## src/rtl/dma_arb_pkg.sv

```systemverilog
// Shared types and helpers for the DMA descriptor arbiter.
package dma_arb_pkg;

    localparam int unsigned STATUS_ERR_WIDTH = 4;

    // Widths of the default descriptor build, used by the desc_t payload type.
    localparam int unsigned DESC_PCIE_ADDR_WIDTH = 64;
    localparam int unsigned DESC_AXI_ADDR_WIDTH  = 48;
    localparam int unsigned DESC_LEN_WIDTH       = 16;
    localparam int unsigned DESC_TAG_WIDTH       = 8;

    typedef struct packed {
        logic [DESC_PCIE_ADDR_WIDTH-1:0] pcie_addr;
        logic [DESC_AXI_ADDR_WIDTH-1:0]  axi_addr;
        logic [DESC_LEN_WIDTH-1:0]       len;
        logic [DESC_TAG_WIDTH-1:0]       tag;
    } desc_t;

    // Bits needed to hold a port index (at least one).
    function automatic int unsigned port_idx_width(input int unsigned ports);
        return (ports > 1) ? int'($clog2(ports)) : 1;
    endfunction

endpackage

```

## src/rtl/dma_desc_arbiter_if.sv

```systemverilog
// Descriptor/status bus bundle for dma_desc_arbiter; slave = arbiter side.
interface dma_desc_arbiter_if
    import dma_arb_pkg::*;
#(
    parameter int unsigned PORTS           = 4,
    parameter int unsigned PCIE_ADDR_WIDTH = 64,
    parameter int unsigned AXI_ADDR_WIDTH  = 48,
    parameter int unsigned LEN_WIDTH       = 16,
    parameter int unsigned TAG_WIDTH       = 8,
    parameter int unsigned S_TAG_WIDTH     = TAG_WIDTH - $clog2(PORTS)
);
    logic [PORTS*PCIE_ADDR_WIDTH-1:0]  s_desc_pcie_addr;
    logic [PORTS*AXI_ADDR_WIDTH-1:0]   s_desc_axi_addr;
    logic [PORTS*LEN_WIDTH-1:0]        s_desc_len;
    logic [PORTS*S_TAG_WIDTH-1:0]      s_desc_tag;
    logic [PORTS-1:0]                  s_desc_valid;
    logic [PORTS-1:0]                  s_desc_ready;

    logic [PCIE_ADDR_WIDTH-1:0]        m_desc_pcie_addr;
    logic [AXI_ADDR_WIDTH-1:0]         m_desc_axi_addr;
    logic [LEN_WIDTH-1:0]              m_desc_len;
    logic [TAG_WIDTH-1:0]              m_desc_tag;
    logic                              m_desc_valid;
    logic                              m_desc_ready;

    logic [TAG_WIDTH-1:0]              s_status_tag;
    logic [STATUS_ERR_WIDTH-1:0]       s_status_error;
    logic                              s_status_valid;

    logic [PORTS*S_TAG_WIDTH-1:0]      m_status_tag;
    logic [PORTS*STATUS_ERR_WIDTH-1:0] m_status_error;
    logic [PORTS-1:0]                  m_status_valid;
    logic                              status_unroutable;

    modport slave (
        input  s_desc_pcie_addr, s_desc_axi_addr, s_desc_len, s_desc_tag, s_desc_valid,
        output s_desc_ready,
        output m_desc_pcie_addr, m_desc_axi_addr, m_desc_len, m_desc_tag, m_desc_valid,
        input  m_desc_ready,
        input  s_status_tag, s_status_error, s_status_valid,
        output m_status_tag, m_status_error, m_status_valid, status_unroutable
    );

    modport master (
        output s_desc_pcie_addr, s_desc_axi_addr, s_desc_len, s_desc_tag, s_desc_valid,
        input  s_desc_ready,
        input  m_desc_pcie_addr, m_desc_axi_addr, m_desc_len, m_desc_tag, m_desc_valid,
        output m_desc_ready,
        output s_status_tag, s_status_error, s_status_valid,
        input  m_status_tag, m_status_error, m_status_valid, status_unroutable
    );

endinterface

```

## src/rtl/dma_desc_arbiter_rr_arbiter.sv

```systemverilog
// Combinational round-robin picker: first request at or after ptr, with wrap.
module rr_arbiter
    import dma_arb_pkg::*;
#(
    parameter  int unsigned PORTS = 4,
    localparam int unsigned IDX_W = port_idx_width(PORTS)
) (
    input  logic [PORTS-1:0] req,
    input  logic [IDX_W-1:0] ptr,
    output logic [PORTS-1:0] grant_c,
    output logic [IDX_W-1:0] grant_idx_c,
    output logic             grant_any_c
);

    // Scan ports in priority order starting at ptr and take the first requester.
    always_comb begin
        int unsigned p;
        grant_c     = '0;
        grant_idx_c = '0;
        grant_any_c = 1'b0;
        p           = 0;
        for (int unsigned k = 0; k < PORTS; k++) begin
            p = 32'(ptr) + k;
            if (p >= PORTS) p = p - PORTS;
            if (!grant_any_c && req[p]) begin
                grant_c[p]  = 1'b1;
                grant_idx_c = IDX_W'(p);
                grant_any_c = 1'b1;
            end
        end
    end

endmodule

```

## src/rtl/dma_desc_arbiter.sv

```systemverilog
// Shares one DMA descriptor channel among PORTS requesters and routes
// completion status back by tag index. Optional per-port outstanding
// limit is built when DMA_ARB_LIMIT_EN is defined.
module dma_desc_arbiter
    import dma_arb_pkg::*;
#(
    parameter int unsigned PORTS           = 4,
    parameter int unsigned PCIE_ADDR_WIDTH = 64,
    parameter int unsigned AXI_ADDR_WIDTH  = 48,
    parameter int unsigned LEN_WIDTH       = 16,
    parameter int unsigned TAG_WIDTH       = 8,
    parameter int unsigned S_TAG_WIDTH     = TAG_WIDTH - $clog2(PORTS),
    parameter int unsigned MAX_OUTSTANDING = 16
) (
    input  logic              clk,
    input  logic              rst,
    dma_desc_arbiter_if.slave bus
);

    localparam int unsigned IDX_W = port_idx_width(PORTS);
    localparam int unsigned ERR_W = STATUS_ERR_WIDTH;

    // Reject parameter sets the tag layout cannot represent.
    if (PORTS < 2 || PORTS > 16 || MAX_OUTSTANDING < 1 || S_TAG_WIDTH + IDX_W != TAG_WIDTH) begin : g_cfg_check
        $error("dma_desc_arbiter: unsupported parameter set");
    end

    logic [IDX_W-1:0]           rr_ptr;
    logic [PORTS-1:0]           credit_ok;
    logic [PORTS-1:0]           grant_c;
    logic [IDX_W-1:0]           grant_idx_c;
    logic                       grant_any_c;
    logic                       slot_free_c;
    logic                       accept_c;
    logic [PCIE_ADDR_WIDTH-1:0] sel_pcie_addr_c;
    logic [AXI_ADDR_WIDTH-1:0]  sel_axi_addr_c;
    logic [LEN_WIDTH-1:0]       sel_len_c;
    logic [S_TAG_WIDTH-1:0]     sel_tag_c;
    logic [IDX_W-1:0]           st_port_c;
    logic                       st_routable_c;

    rr_arbiter #(.PORTS(PORTS)) u_rr (
        .req         (bus.s_desc_valid & credit_ok),
        .ptr         (rr_ptr),
        .grant_c     (grant_c),
        .grant_idx_c (grant_idx_c),
        .grant_any_c (grant_any_c)
    );

    assign slot_free_c      = !bus.m_desc_valid || bus.m_desc_ready;
    assign accept_c         = grant_any_c && slot_free_c;
    assign bus.s_desc_ready = grant_c & {PORTS{slot_free_c}};
    assign st_port_c        = bus.s_status_tag[TAG_WIDTH-1:S_TAG_WIDTH];
    assign st_routable_c    = bus.s_status_valid && (32'(st_port_c) < PORTS);

    // One-hot mux of the granted port's descriptor fields.
    always_comb begin
        sel_pcie_addr_c = '0;
        sel_axi_addr_c  = '0;
        sel_len_c       = '0;
        sel_tag_c       = '0;
        for (int unsigned i = 0; i < PORTS; i++) begin
            if (grant_c[i]) begin
                sel_pcie_addr_c = bus.s_desc_pcie_addr[i*PCIE_ADDR_WIDTH +: PCIE_ADDR_WIDTH];
                sel_axi_addr_c  = bus.s_desc_axi_addr[i*AXI_ADDR_WIDTH +: AXI_ADDR_WIDTH];
                sel_len_c       = bus.s_desc_len[i*LEN_WIDTH +: LEN_WIDTH];
                sel_tag_c       = bus.s_desc_tag[i*S_TAG_WIDTH +: S_TAG_WIDTH];
            end
        end
    end

    // Output slot: load on accept, empty when drained with nothing new.
    always_ff @(posedge clk) begin
        if (rst) begin
            bus.m_desc_valid     <= 1'b0;
            bus.m_desc_pcie_addr <= '0;
            bus.m_desc_axi_addr  <= '0;
            bus.m_desc_len       <= '0;
            bus.m_desc_tag       <= '0;
        end else if (accept_c) begin
            bus.m_desc_valid     <= 1'b1;
            bus.m_desc_pcie_addr <= sel_pcie_addr_c;
            bus.m_desc_axi_addr  <= sel_axi_addr_c;
            bus.m_desc_len       <= sel_len_c;
            bus.m_desc_tag       <= TAG_WIDTH'({grant_idx_c, sel_tag_c});
        end else if (bus.m_desc_ready) begin
            bus.m_desc_valid     <= 1'b0;
        end
    end

    // Round-robin pointer moves just past the port that was accepted.
    always_ff @(posedge clk) begin
        if (rst) begin
            rr_ptr <= '0;
        end else if (accept_c) begin
            rr_ptr <= (32'(grant_idx_c) == PORTS - 1) ? '0 : grant_idx_c + 1'b1;
        end
    end

    // Status steering: one registered pulse on the owning port, or an unroutable flag.
    always_ff @(posedge clk) begin
        if (rst) begin
            bus.m_status_valid    <= '0;
            bus.m_status_tag      <= '0;
            bus.m_status_error    <= '0;
            bus.status_unroutable <= 1'b0;
        end else begin
            bus.m_status_valid    <= '0;
            bus.status_unroutable <= bus.s_status_valid && !st_routable_c;
            for (int unsigned i = 0; i < PORTS; i++) begin
                if (st_routable_c && st_port_c == IDX_W'(i)) begin
                    bus.m_status_valid[i]                          <= 1'b1;
                    bus.m_status_tag[i*S_TAG_WIDTH +: S_TAG_WIDTH] <= bus.s_status_tag[S_TAG_WIDTH-1:0];
                    bus.m_status_error[i*ERR_W +: ERR_W]           <= bus.s_status_error;
                end
            end
        end
    end

`ifdef DMA_ARB_LIMIT_EN
    localparam int unsigned CNT_W = $clog2(MAX_OUTSTANDING + 1);

    logic [CNT_W-1:0] out_cnt [PORTS];
    logic [PORTS-1:0] cnt_inc_c;
    logic [PORTS-1:0] cnt_dec_c;

    // Per-port in-flight accounting: accepts add, routed statuses retire.
    always_comb begin
        cnt_inc_c = grant_c & {PORTS{accept_c}};
        cnt_dec_c = '0;
        credit_ok = '0;
        for (int unsigned i = 0; i < PORTS; i++) begin
            cnt_dec_c[i] = st_routable_c && (st_port_c == IDX_W'(i));
            credit_ok[i] = out_cnt[i] < CNT_W'(MAX_OUTSTANDING);
        end
    end

    // Counters saturate at zero; a simultaneous accept and retire cancel.
    always_ff @(posedge clk) begin
        if (rst) begin
            for (int unsigned i = 0; i < PORTS; i++) out_cnt[i] <= '0;
        end else begin
            for (int unsigned i = 0; i < PORTS; i++) begin
                if (cnt_inc_c[i] && !cnt_dec_c[i]) begin
                    out_cnt[i] <= out_cnt[i] + 1'b1;
                end else if (cnt_dec_c[i] && !cnt_inc_c[i] && out_cnt[i] != '0) begin
                    out_cnt[i] <= out_cnt[i] - 1'b1;
                end
            end
        end
    end
`else
    // Limit not built: every valid requester is eligible.
    assign credit_ok = '1;
`endif

endmodule

```

## src/flat_wrapper.sv

```systemverilog
// flat-port wrapper written by rule: the top's interface ports become plain ports
module dma_desc_arbiter_flat import dma_arb_pkg::*;
#(
    parameter int unsigned PORTS           = 4,
    parameter int unsigned PCIE_ADDR_WIDTH = 64,
    parameter int unsigned AXI_ADDR_WIDTH  = 48,
    parameter int unsigned LEN_WIDTH       = 16,
    parameter int unsigned TAG_WIDTH       = 8,
    parameter int unsigned S_TAG_WIDTH     = TAG_WIDTH - $clog2(PORTS),
    parameter int unsigned MAX_OUTSTANDING = 16
)
  (clk, rst, bus_s_desc_pcie_addr, bus_s_desc_axi_addr, bus_s_desc_len, bus_s_desc_tag, bus_s_desc_valid, bus_s_desc_ready, bus_m_desc_pcie_addr, bus_m_desc_axi_addr, bus_m_desc_len, bus_m_desc_tag, bus_m_desc_valid, bus_m_desc_ready, bus_s_status_tag, bus_s_status_error, bus_s_status_valid, bus_m_status_tag, bus_m_status_error, bus_m_status_valid, bus_status_unroutable);
  dma_desc_arbiter_if #(.PORTS(PORTS), .PCIE_ADDR_WIDTH(PCIE_ADDR_WIDTH), .AXI_ADDR_WIDTH(AXI_ADDR_WIDTH), .LEN_WIDTH(LEN_WIDTH), .TAG_WIDTH(TAG_WIDTH), .S_TAG_WIDTH(S_TAG_WIDTH)) bus_i ();
  input  logic clk;
  input  logic rst;
  input wire logic [$bits(bus_i.s_desc_pcie_addr)-1:0] bus_s_desc_pcie_addr;
  input wire logic [$bits(bus_i.s_desc_axi_addr)-1:0] bus_s_desc_axi_addr;
  input wire logic [$bits(bus_i.s_desc_len)-1:0] bus_s_desc_len;
  input wire logic [$bits(bus_i.s_desc_tag)-1:0] bus_s_desc_tag;
  input wire logic [$bits(bus_i.s_desc_valid)-1:0] bus_s_desc_valid;
  output wire logic [$bits(bus_i.s_desc_ready)-1:0] bus_s_desc_ready;
  output wire logic [$bits(bus_i.m_desc_pcie_addr)-1:0] bus_m_desc_pcie_addr;
  output wire logic [$bits(bus_i.m_desc_axi_addr)-1:0] bus_m_desc_axi_addr;
  output wire logic [$bits(bus_i.m_desc_len)-1:0] bus_m_desc_len;
  output wire logic [$bits(bus_i.m_desc_tag)-1:0] bus_m_desc_tag;
  output wire logic [$bits(bus_i.m_desc_valid)-1:0] bus_m_desc_valid;
  input wire logic [$bits(bus_i.m_desc_ready)-1:0] bus_m_desc_ready;
  input wire logic [$bits(bus_i.s_status_tag)-1:0] bus_s_status_tag;
  input wire logic [$bits(bus_i.s_status_error)-1:0] bus_s_status_error;
  input wire logic [$bits(bus_i.s_status_valid)-1:0] bus_s_status_valid;
  output wire logic [$bits(bus_i.m_status_tag)-1:0] bus_m_status_tag;
  output wire logic [$bits(bus_i.m_status_error)-1:0] bus_m_status_error;
  output wire logic [$bits(bus_i.m_status_valid)-1:0] bus_m_status_valid;
  output wire logic [$bits(bus_i.status_unroutable)-1:0] bus_status_unroutable;
  assign bus_i.s_desc_pcie_addr = bus_s_desc_pcie_addr;
  assign bus_i.s_desc_axi_addr = bus_s_desc_axi_addr;
  assign bus_i.s_desc_len = bus_s_desc_len;
  assign bus_i.s_desc_tag = bus_s_desc_tag;
  assign bus_i.s_desc_valid = bus_s_desc_valid;
  assign bus_s_desc_ready = bus_i.s_desc_ready;
  assign bus_m_desc_pcie_addr = bus_i.m_desc_pcie_addr;
  assign bus_m_desc_axi_addr = bus_i.m_desc_axi_addr;
  assign bus_m_desc_len = bus_i.m_desc_len;
  assign bus_m_desc_tag = bus_i.m_desc_tag;
  assign bus_m_desc_valid = bus_i.m_desc_valid;
  assign bus_i.m_desc_ready = bus_m_desc_ready;
  assign bus_i.s_status_tag = bus_s_status_tag;
  assign bus_i.s_status_error = bus_s_status_error;
  assign bus_i.s_status_valid = bus_s_status_valid;
  assign bus_m_status_tag = bus_i.m_status_tag;
  assign bus_m_status_error = bus_i.m_status_error;
  assign bus_m_status_valid = bus_i.m_status_valid;
  assign bus_status_unroutable = bus_i.status_unroutable;
  dma_desc_arbiter #(.PORTS(PORTS), .PCIE_ADDR_WIDTH(PCIE_ADDR_WIDTH), .AXI_ADDR_WIDTH(AXI_ADDR_WIDTH), .LEN_WIDTH(LEN_WIDTH), .TAG_WIDTH(TAG_WIDTH), .S_TAG_WIDTH(S_TAG_WIDTH), .MAX_OUTSTANDING(MAX_OUTSTANDING)) u_core (.clk(clk), .rst(rst), .bus(bus_i));
endmodule
```

## config.mk

```make
export PLATFORM = sky130hd
export DESIGN_NAME = dma_desc_arbiter_flat
export DESIGN_NICKNAME = d
export VERILOG_FILES = /design/src/rtl/dma_arb_pkg.sv /design/src/rtl/dma_desc_arbiter_if.sv /design/src/rtl/dma_desc_arbiter_rr_arbiter.sv /design/src/rtl/dma_desc_arbiter.sv /design/src/flat_wrapper.sv
export SDC_FILE = /design/constraint.sdc
export NUM_CORES = 1
export LEC_CHECK = 0
export ABC_AREA = 1
export CORE_AREA = 2 2 288 290
export DETAILED_ROUTE_END_ITERATION = 7
export DIE_AREA = 0 0 290 292
export PLACE_DENSITY = 0.36
export RECOVER_POWER = 25
export REMOVE_ABC_BUFFERS = 1
export SYNTH_ARGS = -nofsm -noshare
export SYNTH_HDL_FRONTEND = slang
export SYNTH_SLANG_ARGS = --single-unit
export TNS_END_PERCENT = 20
```

## constraint.sdc

```tcl
create_clock -name clk -period 4.7 [get_ports clk]
set_input_delay 0.94 -clock clk [delete_from_list [all_inputs] [get_ports clk]]
set_output_delay 0.94 -clock clk [all_outputs]
set_load 0.03 [all_outputs]
```

==> metrics.yaml, run 1 <==
floorplanning:
  initial_core_util: 0.137
  die_w_um: 290
  io_pins: 742
  coreArea_um2: 81600
  die_area_um2: 84700
  die_h_um: 292
  rows: 105
place:
  io_buffers: 740
  dpl_worst_slack_ns: 0.567
  dp.final_hpwl_mm: 48.0
  gp_congestion: 0.833
synth:
  ys_seq_elements: 183
  netlist.area_leader.share: 0.328
  ys_warn_count: 0
  syn_avg_cell_area_um2: 6.25
  synth_cells: 1786
  synth.distinct_cells: 30
  async_flop_share: 0
  synth_ff_type: "dfxtp_1"
  synthTopCellsByArea: "dfxtp_1, a21oi_1, nand2_1"
  synth_edf_count: 0
  yosys.area.top_type: "dfxtp_1"
  ys_seq_area_frac: 0.328
  syn_area_um2: 11200
grt:
  grt_pass1_vias: 14600
  grt_antenna_before_repair: 7
  grt_pass1_wl_mm: 98.0
  gr-usage-met2: 0.273
  busiest_layer: "met2"
  grt_util_met1: 0.177
  grt_start_max_net_pins: 161
  use_met3: 0.0376
  grt_overflow_total: 0
  track_usage: 0.152
worst_setup_path:
  crit_family: "buffers and inverters"
  cp_cell_sequence: "inv_1 > ha_1 > inv_1 > nand2_1 > nand2_1 > nor2_1 > nand4_1 > nand4_4 > nand2_1 > inv_1 > clkdlybuf4s50_1"
  required_ns: 3.76
  setup.worst_path.start_class: "flop"
  critPathCaptureType: "output port"
  cp_num_buf_inv: 4
  worstSetupPathType: "reg2out"
  slowest_stage: "clkdlybuf4s50_1"
  critical_path.max_fanout: 10
  cp.arrival_ns: 3.29
  slowest_delay_ns: 0.65
timing:
  final.setup_skew_ns: 0.0146
  drv_slew: 0
  post-route-period-util: 0.899
  max_slew.worst_pin.slew_ns: 1.00
  slew_headroom: 0.331
  period_needed_ns: 4.23
  report.final.setup_viol: 0
  worst_slack_ns: 0.473
  hold_viol_final: 0
  hold-worst-slack_ns: 0.465
  max_freq_mhz: 237
  grt_setup_unrepaired: "false"
power:
  leakage_nw: 8.21
  ir_drop_v: 0.000830
  power.density_nw_per_um2: 656
cts:
  cts_resized: 0
  ctsRootBufferMaster: "clkbuf_16"
  clock_latency_ns: 0.48
  cts_buffers: 17
  cts.sinks: 183
  cts.clk_slew.worst_paths_ns: 0.08
  ctsLongestPathBuffers: 2
  cts_tree: "built"
  htreeDepth: 4
  ctsHoldBuffers: 0
  cts_setup_buffers: 0
drt:
  viasPerCell: 4.18
  route.detailed.drc: 0
  wl_per_cell_um: 19.0
  vias: 14600
  drt_wl_total_mm: 66.5
  final_antenna_net_count: 0
  drtPass1Iterations: 5
  dr.first_iter.drc_count: 670
finish:
  fin_util: 0.245
  drive_above_1_share: 0.0281
  layout.nets: 2970
  final_cell_mix: "clkdlybuf4s50_1, a21oi_1, nand2_1, dfxtp_1, o21ai_0"
  area_delta_synth_final_pct: 79.3
  final_common_cell: "clkdlybuf4s50_1"
status:
  status: "complete, no violations"
hold_path:
  hold_class: "reg2reg"
job:
  drv_cap: 0
-- registers in the layout (all words and copies together) (netlist names) --
signal                       cells
u_core.rr_ptr                    2
u_core.bus.m_desc_len           16
u_core.bus.m_status_valid        4
u_core.bus.m_desc_pcie_addr     64
u_core.bus.m_desc_valid          1
u_core.bus.m_desc_axi_addr      48
u_core.bus.m_status_tag         24
u_core.bus.m_desc_tag            8
u_core.bus.m_status_error       16
-- cell usage after synthesis, types with 9 or more instances --
cell,instances
a21oi_1,550
buf_2,80
nand2_1,317
o21ai_0,157
nand3_1,150
dfxtp_1,183
nor2_1,74
clkbuf_1,46
inv_1,150
buf_6,9
o21ai_1,11
buf_4,16
-- area by class of cell --
type,count,area (µm²)
multi-input cells,1288,6130
repair buffers,760,7700
well taps,1070,1340
clock inverters,13,134
flip-flops and latches,183,3660
clock buffers,19,453
inverters,156,593
diodes,6,15.0
fillers,9017,61600
-- through the flow --
step	instances	cell area (µm²)	total power [mW]	TNS [ns]
after CTS	3489	20000	13.4	0
after detailed placement	3457	19400	11.8	0
after floorplan	1627	10300	8.29	-190.80
after global routing	3495	20000	14.4	0
final	3495	20000	13.1	0
after global placement	3457	19400	11.8	0
-- worst register-to-register path: stages (launching register included) --
cell,delay (ns)
dfxtp_1,0.50
inv_1,0.22
ha_1,0.40
inv_1,0.08
nand2_1,0.07
nand2_1,0.05
nor2_1,0.27
nand3_1,0.19
nand3_4,0.14
buf_4,0.33
buf_4,0.68
a21oi_1,0.21
nand2_1,0.19
nand2_1,0.08
a21oi_1,0.11
-- power breakdown --
part	internal, mW	switching (mW)
logic	3.15	6.20
clock network	0.733	0.791
registers	2.03	0.242
-- path summary, 6_finish.rpt --
kind | start | end | slack [ns] | depth (start not counted)
worst max-delay path | u_core.rr_ptr[1] | bus_s_desc_ready[3] | 0.47 | 11
worst min-delay path | u_core.bus.m_status_error[12] | u_core.bus.m_status_error[12] | 0.47 | 2
worst max register to register | u_core.rr_ptr[1] | u_core.bus.m_desc_axi_addr[37] | 1.12 | 14
worst min register to register | u_core.bus.m_status_error[12] | u_core.bus.m_status_error[12] | 0.47 | 2
-- logic make-up (layout without fill, tap and decap cells) --
logic type	count (synthesis)	in the layout	share of synthesized area
fa+ha+maj	8	8	0.00896
flops	183	183	0.328
other cells	1	7	0.000336
buf+inv	315	948	0.126
compound gates	722	722	0.325
simple gates	556	556	0.211
xor+xnor	1	1	0.000784
-- routing by layer --
layer	vias to the layer above	routed length, µm
met5	-	0
met4	0	1350
met3	43	4310
met2	545	33700
met1	6786	27200
li1	7240	-
Note: power is estimated with default switching activity, not from simulation.
==> run 2, diff against run 1 <==
CAP_MARGIN = 30   (was default)
DONT_BUFFER_PORTS = 1   (was default)
PLACE_DENSITY = 0.3   (was 0.36)
==> metrics.yaml, run 2 (synthesis results as in run 1) <==
status:
  status: "complete, no violations"  # unchanged
cts:
  cts_buffers: 17  # unchanged
  htreeDepth: 4  # unchanged
  cts_resized: 0  # unchanged
  cts.clk_slew.worst_paths_ns: 0.08  # about the same
  clock_latency_ns: 0.50  # was 0.48 ns
  ctsRootBufferMaster: "clkbuf_16"  # unchanged
  cts.sinks: 183  # unchanged
  ctsLongestPathBuffers: 2  # unchanged
  ctsHoldBuffers: 0  # unchanged
  cts_setup_buffers: 0  # unchanged
  cts_tree: "built"  # unchanged
timing:
  slew_headroom: 0.382  # was 0.331
  hold_viol_final: 0  # unchanged
  post-route-period-util: 0.801  # was 0.899
  report.final.setup_viol: 0  # unchanged
  grt_setup_unrepaired: "false"  # unchanged
  drv_slew: 0  # unchanged
  period_needed_ns: 3.77  # was 4.23 ns
  max_slew.worst_pin.slew_ns: 0.928  # was 1.00 ns
  final.setup_skew_ns: 0.00909  # was 0.0146 ns
  worst_slack_ns: 0.933  # was 0.473 ns
  max_freq_mhz: 265  # was 237 MHz
drt:
  drt_wl_total_mm: 54.2  # was 66.5 mm
  wl_per_cell_um: 19.7  # was 19.0 µm
  final_antenna_net_count: 0  # unchanged
  drtPass1Iterations: 7  # was 5
  viasPerCell: 4.38  # was 4.18
  dr.first_iter.drc_count: 719  # was 670
  vias: 12000  # was 14.6k
  route.detailed.drc: 0  # unchanged
power:
  swShare: 0.592  # was 0.550
  intPower_mw: 4.79  # was 5.91 mW
  power.total_mw: 11.7  # was 13.1 mW
  power.density_nw_per_um2: 937  # was 656 nW/µm²
  switching_power_mw: 6.95  # was 7.23 mW
  p_seq_frac: 0.280  # was 0.173
  p_clk_frac: 0.129  # was 0.116
  ir_drop_v: 0.000571  # was 0.000830 V
  p_comb_frac: 0.591  # was 0.711
  leakage_nw: 5.16  # was 8.21 nW
finish:
  layout.nets: 2226  # was 2970
  largestRegisters: "u_core.bus.m_desc_pcie_addr: 64 flops, u_core.bus.m_desc_axi_addr: 48 flops, u_core.bus.m_status_tag: 24 flops"  # unchanged
  drive_above_1_share: 0.0394  # was 0.0281
  final_cell_mix: "a21oi_1, nand2_1, dfxtp_1, o21ai_0"  # was clkdlybuf4s50_1, a21oi_1, nand2_1, dfxtp_1, o21ai_0
  design_area_um2: 12500  # was 20000 µm²
  area_delta_synth_final_pct: 12.3  # was 79.3%
  final_cells: 2751  # was 3495
  final_common_cell: "a21oi_1"  # was clkdlybuf4s50_1
  largest_reg_flops: 64  # unchanged
  largest_register: "u_core.bus.m_desc_pcie_addr"  # unchanged
floorplanning:
  die_h_um: 292  # unchanged
  coreArea_um2: 81600  # unchanged
  die_w_um: 290  # unchanged
  io_pins: 742  # unchanged
  initial_core_util: 0.137  # unchanged
  rows: 105  # unchanged
  die_area_um2: 84700  # unchanged
hold_path:
  min_path_cells: 1  # was 2
  hold_class: "in2reg"  # was reg2reg
  min_to: "u_core.bus.m_status_tag[20]"  # was u_core.bus.m_status_error[12]
  hold_start: "rst"  # was u_core.bus.m_status_error[12]
worst_setup_path:
  required_ns: 3.76  # about the same
  critPathMostFrequentCell: "nand2_1"
  worstSetupPathType: "reg2out"  # unchanged
  rrSetupSlack_ns: 1.36  # was 1.12 ns
  slowest_stage: "dfxtp_1"  # was clkdlybuf4s50_1
  r2r-end: "u_core.bus.m_desc_axi_addr[14]"  # was u_core.bus.m_desc_axi_addr[37]
  slowest_delay_ns: 0.53  # was 0.65 ns
  critPathCaptureType: "output port"  # unchanged
  cp_num_buf_inv: 3  # was 4
  setup.worst_path.start_class: "flop"  # unchanged
  critical_path.max_fanout: 19  # was 10
  worst-r2r-cell-count: 13  # was 14
  cp_cell_sequence: "inv_2 > ha_1 > inv_1 > nand3_1 > nand2_1 > nand3_1 > nor2_2 > nand2_1 > nand3_4 > nand2_1 > inv_1"  # was inv_1 > ha_1 > inv_1 > nand2_1 > nand2_1 > nor2_1 > nand4_1 > nand4_4 > nand2_1 > inv_1 > clkdlybuf4s50_1
  cp.arrival_ns: 2.83  # was 3.29 ns
  rr_startpoint: "u_core.rr_ptr[1]"  # unchanged
  crit_family: "simple AND/OR/NAND/NOR gates"  # was buffers and inverters
place:
  dpl_worst_slack_ns: 1.39  # was 0.567 ns
  io_buffers: 0  # was 740
  dp_cells: 2713  # was 3457
  gp_congestion: 0.867  # was 0.833
  dp.final_hpwl_mm: 40.1  # was 48.0 mm
  placed_area_um2: 11900  # was 19400 µm²
job:
  drv_cap: 0  # unchanged
grt:
  grt_util_met1: 0.132  # was 0.177
  grt_pass1_vias: 11700  # was 14.6k
  track_usage: 0.122  # was 0.152
  grt_antenna_before_repair: 6  # was 7
  use_met3: 0.0399  # was 0.0376
  grt_pass1_wl_mm: 77.8  # was 98.0 mm
  busiest_layer: "met2"  # unchanged
  gr-usage-met2: 0.213  # was 0.273
  grt_start_max_net_pins: 154  # was 161
  grt_overflow_total: 0  # unchanged
-- run 2: cell types whose count changed in the layout (fill, tap and decap cells not counted), moves of 3 or more --
| cell | before | now |
|---|---|---|
| inv_6 | 3 | 0 |
| dlygate4sd3_1 | 79 | 0 |
| buf_12 | 12 | 7 |
| clkinv_4 | 3 | 6 |
| inv_8 | 3 | 6 |
| clkdlybuf4s50_1 | 661 | 0 |
-- run 2: through the flow --
step                      utilization  hold WS (ns)  TNS [ns]
final                           0.154         0.499         0
after global routing            0.154         0.445         0
after CTS                       0.154         0.433         0
after detailed placement        0.146         0.615         0
after global placement          0.146         0.608         0
after floorplan                     -         0.566   -190.80
-- run 2: layout make-up --
| type | instances | area, µm² |
|---|---|---|
| diodes | 6 | 15.0 |
| clock buffers | 17 | 425 |
| clock inverters | 15 | 160 |
| fillers | 9509 | 69000 |
| inverters | 156 | 593 |
| multi-input cells | 1288 | 6130 |
| flip-flops and latches | 183 | 3660 |
| well taps | 1070 | 1340 |
| repair buffers | 16 | 208 |
-- run 2: worst reg2reg max path: stages, from the launching register on --
cell and delay [ns]:
dfxtp_1 0.49, inv_1 0.20, ha_1 0.40, inv_1 0.09, nand3_1 0.08, nand2_1 0.09
nor2_2 0.22, a21oi_1 0.14, nand3_4 0.14, buf_4 0.64, a21oi_1 0.44, nand2_1 0.12
nand2_1 0.08, a21oi_1 0.15
-- run 2: metal layers --
metal,up-vias,part of all wire
met2,583,0.51
met3,82,0.082
met1,5636,0.37
met5,-,0.00018
met4,2,0.035
li1,5741,-
-- run 2: how the worst max path moves through the flow --
stage / start / to / cells past startpoint
global route: u_core.rr_ptr[0] / bus_s_desc_ready[0] / 11
global placement: u_core.rr_ptr[1] / u_core.bus.m_desc_axi_addr[12] / 14
detailed placement: u_core.rr_ptr[1] / u_core.bus.m_desc_axi_addr[12] / 14
finish: u_core.rr_ptr[0] / bus_s_desc_ready[0] / 11
CTS: u_core.rr_ptr[0] / bus_s_desc_ready[0] / 11
floorplan: bus_s_desc_valid[3] / u_core.bus.m_desc_axi_addr[0] / 12
-- run 2: power groups by stage --
stage / clock network, mW / registers [mW] / logic [mW]
after floorplan: 0 / 3.10 / 5.19
after global placement: 0 / 3.36 / 6.91
after detailed placement: 0 / 3.33 / 6.93
after CTS: 1.61 / 3.30 / 6.95
after global routing: 1.66 / 3.33 / 7.81
final: 1.52 / 3.28 / 6.94
==> run 3, diff against run 2 <==
clock period = 3.6 ns   (was 4.7 ns; I/O delays follow)
==> metrics.yaml, run 3 (synthesis results as in run 1) <==
status:
  status: "finished with violations"  # was complete, no violations
  violations: "max-capacitance violations, max-slew violations"
cts:
  clock_latency_ns: 0.49  # was 0.50 ns
  cts.clk_slew.worst_paths_ns: 0.08  # about the same
  ctsRootBufferMaster: "clkbuf_16"  # unchanged
  ctsHoldBuffers: 0  # unchanged
  cts_tree: "built"  # unchanged
  ctsLongestPathBuffers: 2  # unchanged
  htreeDepth: 4  # unchanged
  cts.sinks: 183  # unchanged
  cts_buffers: 17  # unchanged
power:
  p_comb_frac: 0.603  # was 0.591
  ir_drop_v: 0.000600  # was 0.000571 V
  switching_power_mw: 9.17  # was 6.95 mW
  swShare: 0.579  # was 0.592
  p_clk_frac: 0.127  # was 0.129
  leakage_nw: 5.31  # was 5.16 nW
  p_seq_frac: 0.271  # was 0.280
  intPower_mw: 6.67  # was 4.79 mW
  power.density_nw_per_um2: 1240  # was 937 nW/µm²
grt:
  grt_overflow_total: 0  # unchanged
  grt_pass1_wl_mm: 78.4  # was 77.8 mm
  track_usage: 0.122  # about the same
  grt_pass1_vias: 11800  # was 11.7k
  grt_antenna_before_repair: 3  # was 6
  grt_start_max_net_pins: 94  # was 154
worst_setup_path:
  critical_path.max_fanout: 7  # was 19
  slowest_stage: "dfxtp_2"  # was dfxtp_1
  rrSetupSlack_ns: 0.60  # was 1.36 ns
  cp.arrival_ns: 2.61  # was 2.83 ns
  cp_cell_sequence: "inv_1 > ha_1 > inv_1 > nand3_1 > nand2_1 > nand3_1 > nor2_2 > nand2_1 > nand4_4 > nand2_1 > inv_1"  # was inv_2 > ha_1 > inv_1 > nand3_1 > nand2_1 > nand3_1 > nor2_2 > nand2_1 > nand3_4 > nand2_1 > inv_1
  slowest_delay_ns: 0.41  # was 0.53 ns
  rr_startpoint: "u_core.rr_ptr[1]"  # unchanged
  startpoint: "u_core.rr_ptr[1]"  # was u_core.rr_ptr[0]
  setup.worst_path.start_class: "flop"  # unchanged
  critPathCaptureType: "output port"  # unchanged
  required_ns: 2.88  # was 3.76 ns
  crit_end: "bus_s_desc_ready[3]"  # was bus_s_desc_ready[0]
  worstSetupPathType: "reg2out"  # unchanged
  r2r-end: "u_core.bus.m_desc_axi_addr[27]"  # was u_core.bus.m_desc_axi_addr[14]
  worst-r2r-cell-count: 16  # was 13
timing:
  tns_ns: 0  # unchanged
  post-route-period-util: 0.925
  max_freq_mhz: 300
  grt_setup_unrepaired: "false"  # unchanged
  hold_viol_final: 0  # unchanged
  slew_headroom: -0.281  # was 0.382
  hold-worst-slack_ns: 0.301  # was 0.499 ns
  max_slew.worst_pin.slew_ns: 1.91  # was 0.928 ns
  report.final.setup_viol: 0  # unchanged
  period_needed_ns: 3.33
  drv_slew: 49  # was 0
  final.setup_skew_ns: 0.00996  # was 0.00909 ns
floorplanning:
  io_pins: 742  # unchanged
  die_w_um: 290  # unchanged
  initial_core_util: 0.137  # unchanged
  rows: 105  # unchanged
  die_area_um2: 84700  # unchanged
  die_h_um: 292  # unchanged
  coreArea_um2: 81600  # unchanged
drt:
  route.detailed.drc: 0  # unchanged
  vias: 12100  # was 12.0k
  drtPass1Iterations: 5  # was 7
  dr.first_iter.drc_count: 748  # was 719
  viasPerCell: 4.37  # was 4.38
  wl_per_cell_um: 19.5  # was 19.7 µm
  final_antenna_net_count: 0  # unchanged
  drt_wl_total_mm: 54.3  # was 54.2 mm
finish:
  design_area_um2: 12800  # was 12500 µm²
  final_common_cell: "a21oi_1"  # unchanged
  drive_above_1_share: 0.0557  # was 0.0394
  final_cell_mix: "a21oi_1, nand2_1, dfxtp_1, o21ai_0, nand3_1"  # was a21oi_1, nand2_1, dfxtp_1, o21ai_0
  layout.nets: 2257  # was 2226
  largest_register: "u_core.bus.m_desc_pcie_addr"  # unchanged
  largest_reg_flops: 64  # unchanged
  largestRegisters: "u_core.bus.m_desc_pcie_addr: 64 flops, u_core.bus.m_desc_axi_addr: 48 flops, u_core.bus.m_status_tag: 24 flops"  # unchanged
  area_delta_synth_final_pct: 14.6  # was 12.3%
place:
  placed_area_um2: 12200  # was 11900 µm²
  gp_congestion: 0.867  # about the same
  dp.final_hpwl_mm: 40.9  # was 40.1 mm
  io_buffers: 0  # unchanged
hold_path:
  hold_class: "in2reg"  # unchanged
job:
  drv_cap: 1  # was 0
[run 3: cell types whose count changed in the layout (fill, tap and decap cells not counted), sizes merged]
cell / delta
diode: -4
clkbuf: +5
clkinvlp: +2
buf: +28
clkinv: -6
bufinv: +1
[run 3: repair_timing]
item,CTS,global route
setup endpoints to repair,1,3
pin swaps,0,0
buffers inserted,0,1
gates resized for setup,1,1
[run 3: power by group through the flow]
stage               Sequential [mW]  Clock (mW)  Combinational (mW)
finish                         4.29        2.01                9.54
global route                   4.34        2.19                10.7
CTS                            4.30        2.14                9.55
detailed placement             4.34           0                9.51
global placement               4.37           0                9.58
floorplan                      4.04           0                6.04
[run 3: per-layer routing]
| layer | vias up | wire length (µm) | global-route usage |
|---|---|---|---|
| li1 | 5793 | - | - |
| met5 | - | 13 | 0 |
| met2 | 573 | 27700 | 0.216 |
| met1 | 5692 | 20900 | 0.136 |
| met3 | 71 | 4130 | 0.0367 |
| met4 | 2 | 1570 | 0.0478 |
[run 3: worst min path at each step]
stage                                              from                             to  cells past startpoint
after global routing                                rst               u_core.rr_ptr[0]                      1
after global placement      u_core.bus.m_status_tag[20]    u_core.bus.m_status_tag[20]                      2
after floorplan                        u_core.rr_ptr[0]               u_core.rr_ptr[0]                      2
final                                               rst    u_core.bus.m_status_tag[23]                      1
after detailed placement  u_core.bus.m_status_error[12]  u_core.bus.m_status_error[12]                      2
after CTS                                           rst               u_core.rr_ptr[0]                      1
[run 3: cell type report]
cell class              instances  area [µm²]
clock inverters                12         134
diodes                          2        5.00
clock buffers                  19         443
inverters                     156         592
multi-input cells            1288        6130
repair buffers                 47         483
fillers                      9495       68800
flip-flops and latches        183        3660
well taps                    1070        1340
[run 3: worst max-delay path: cells and delay by family, from the launching register on]
kind / cells / cell delay, ns
simple gates: 7 / 0.85
buf+inv: 3 / 0.49
flops: 1 / 0.41
fa+ha+maj: 1 / 0.36
[run 3: stage by stage]
step	worst slack [ns]	util	total power, mW	cells
after floorplan	-2.45	-	10.1	1627
after global placement	0.589	0.150	14.0	2743
after detailed placement	0.507	0.150	13.9	2743
after CTS	0.0189	0.157	16.0	2774
after global routing	0.0268	0.157	17.3	2776
final	0.271	0.157	15.8	2777
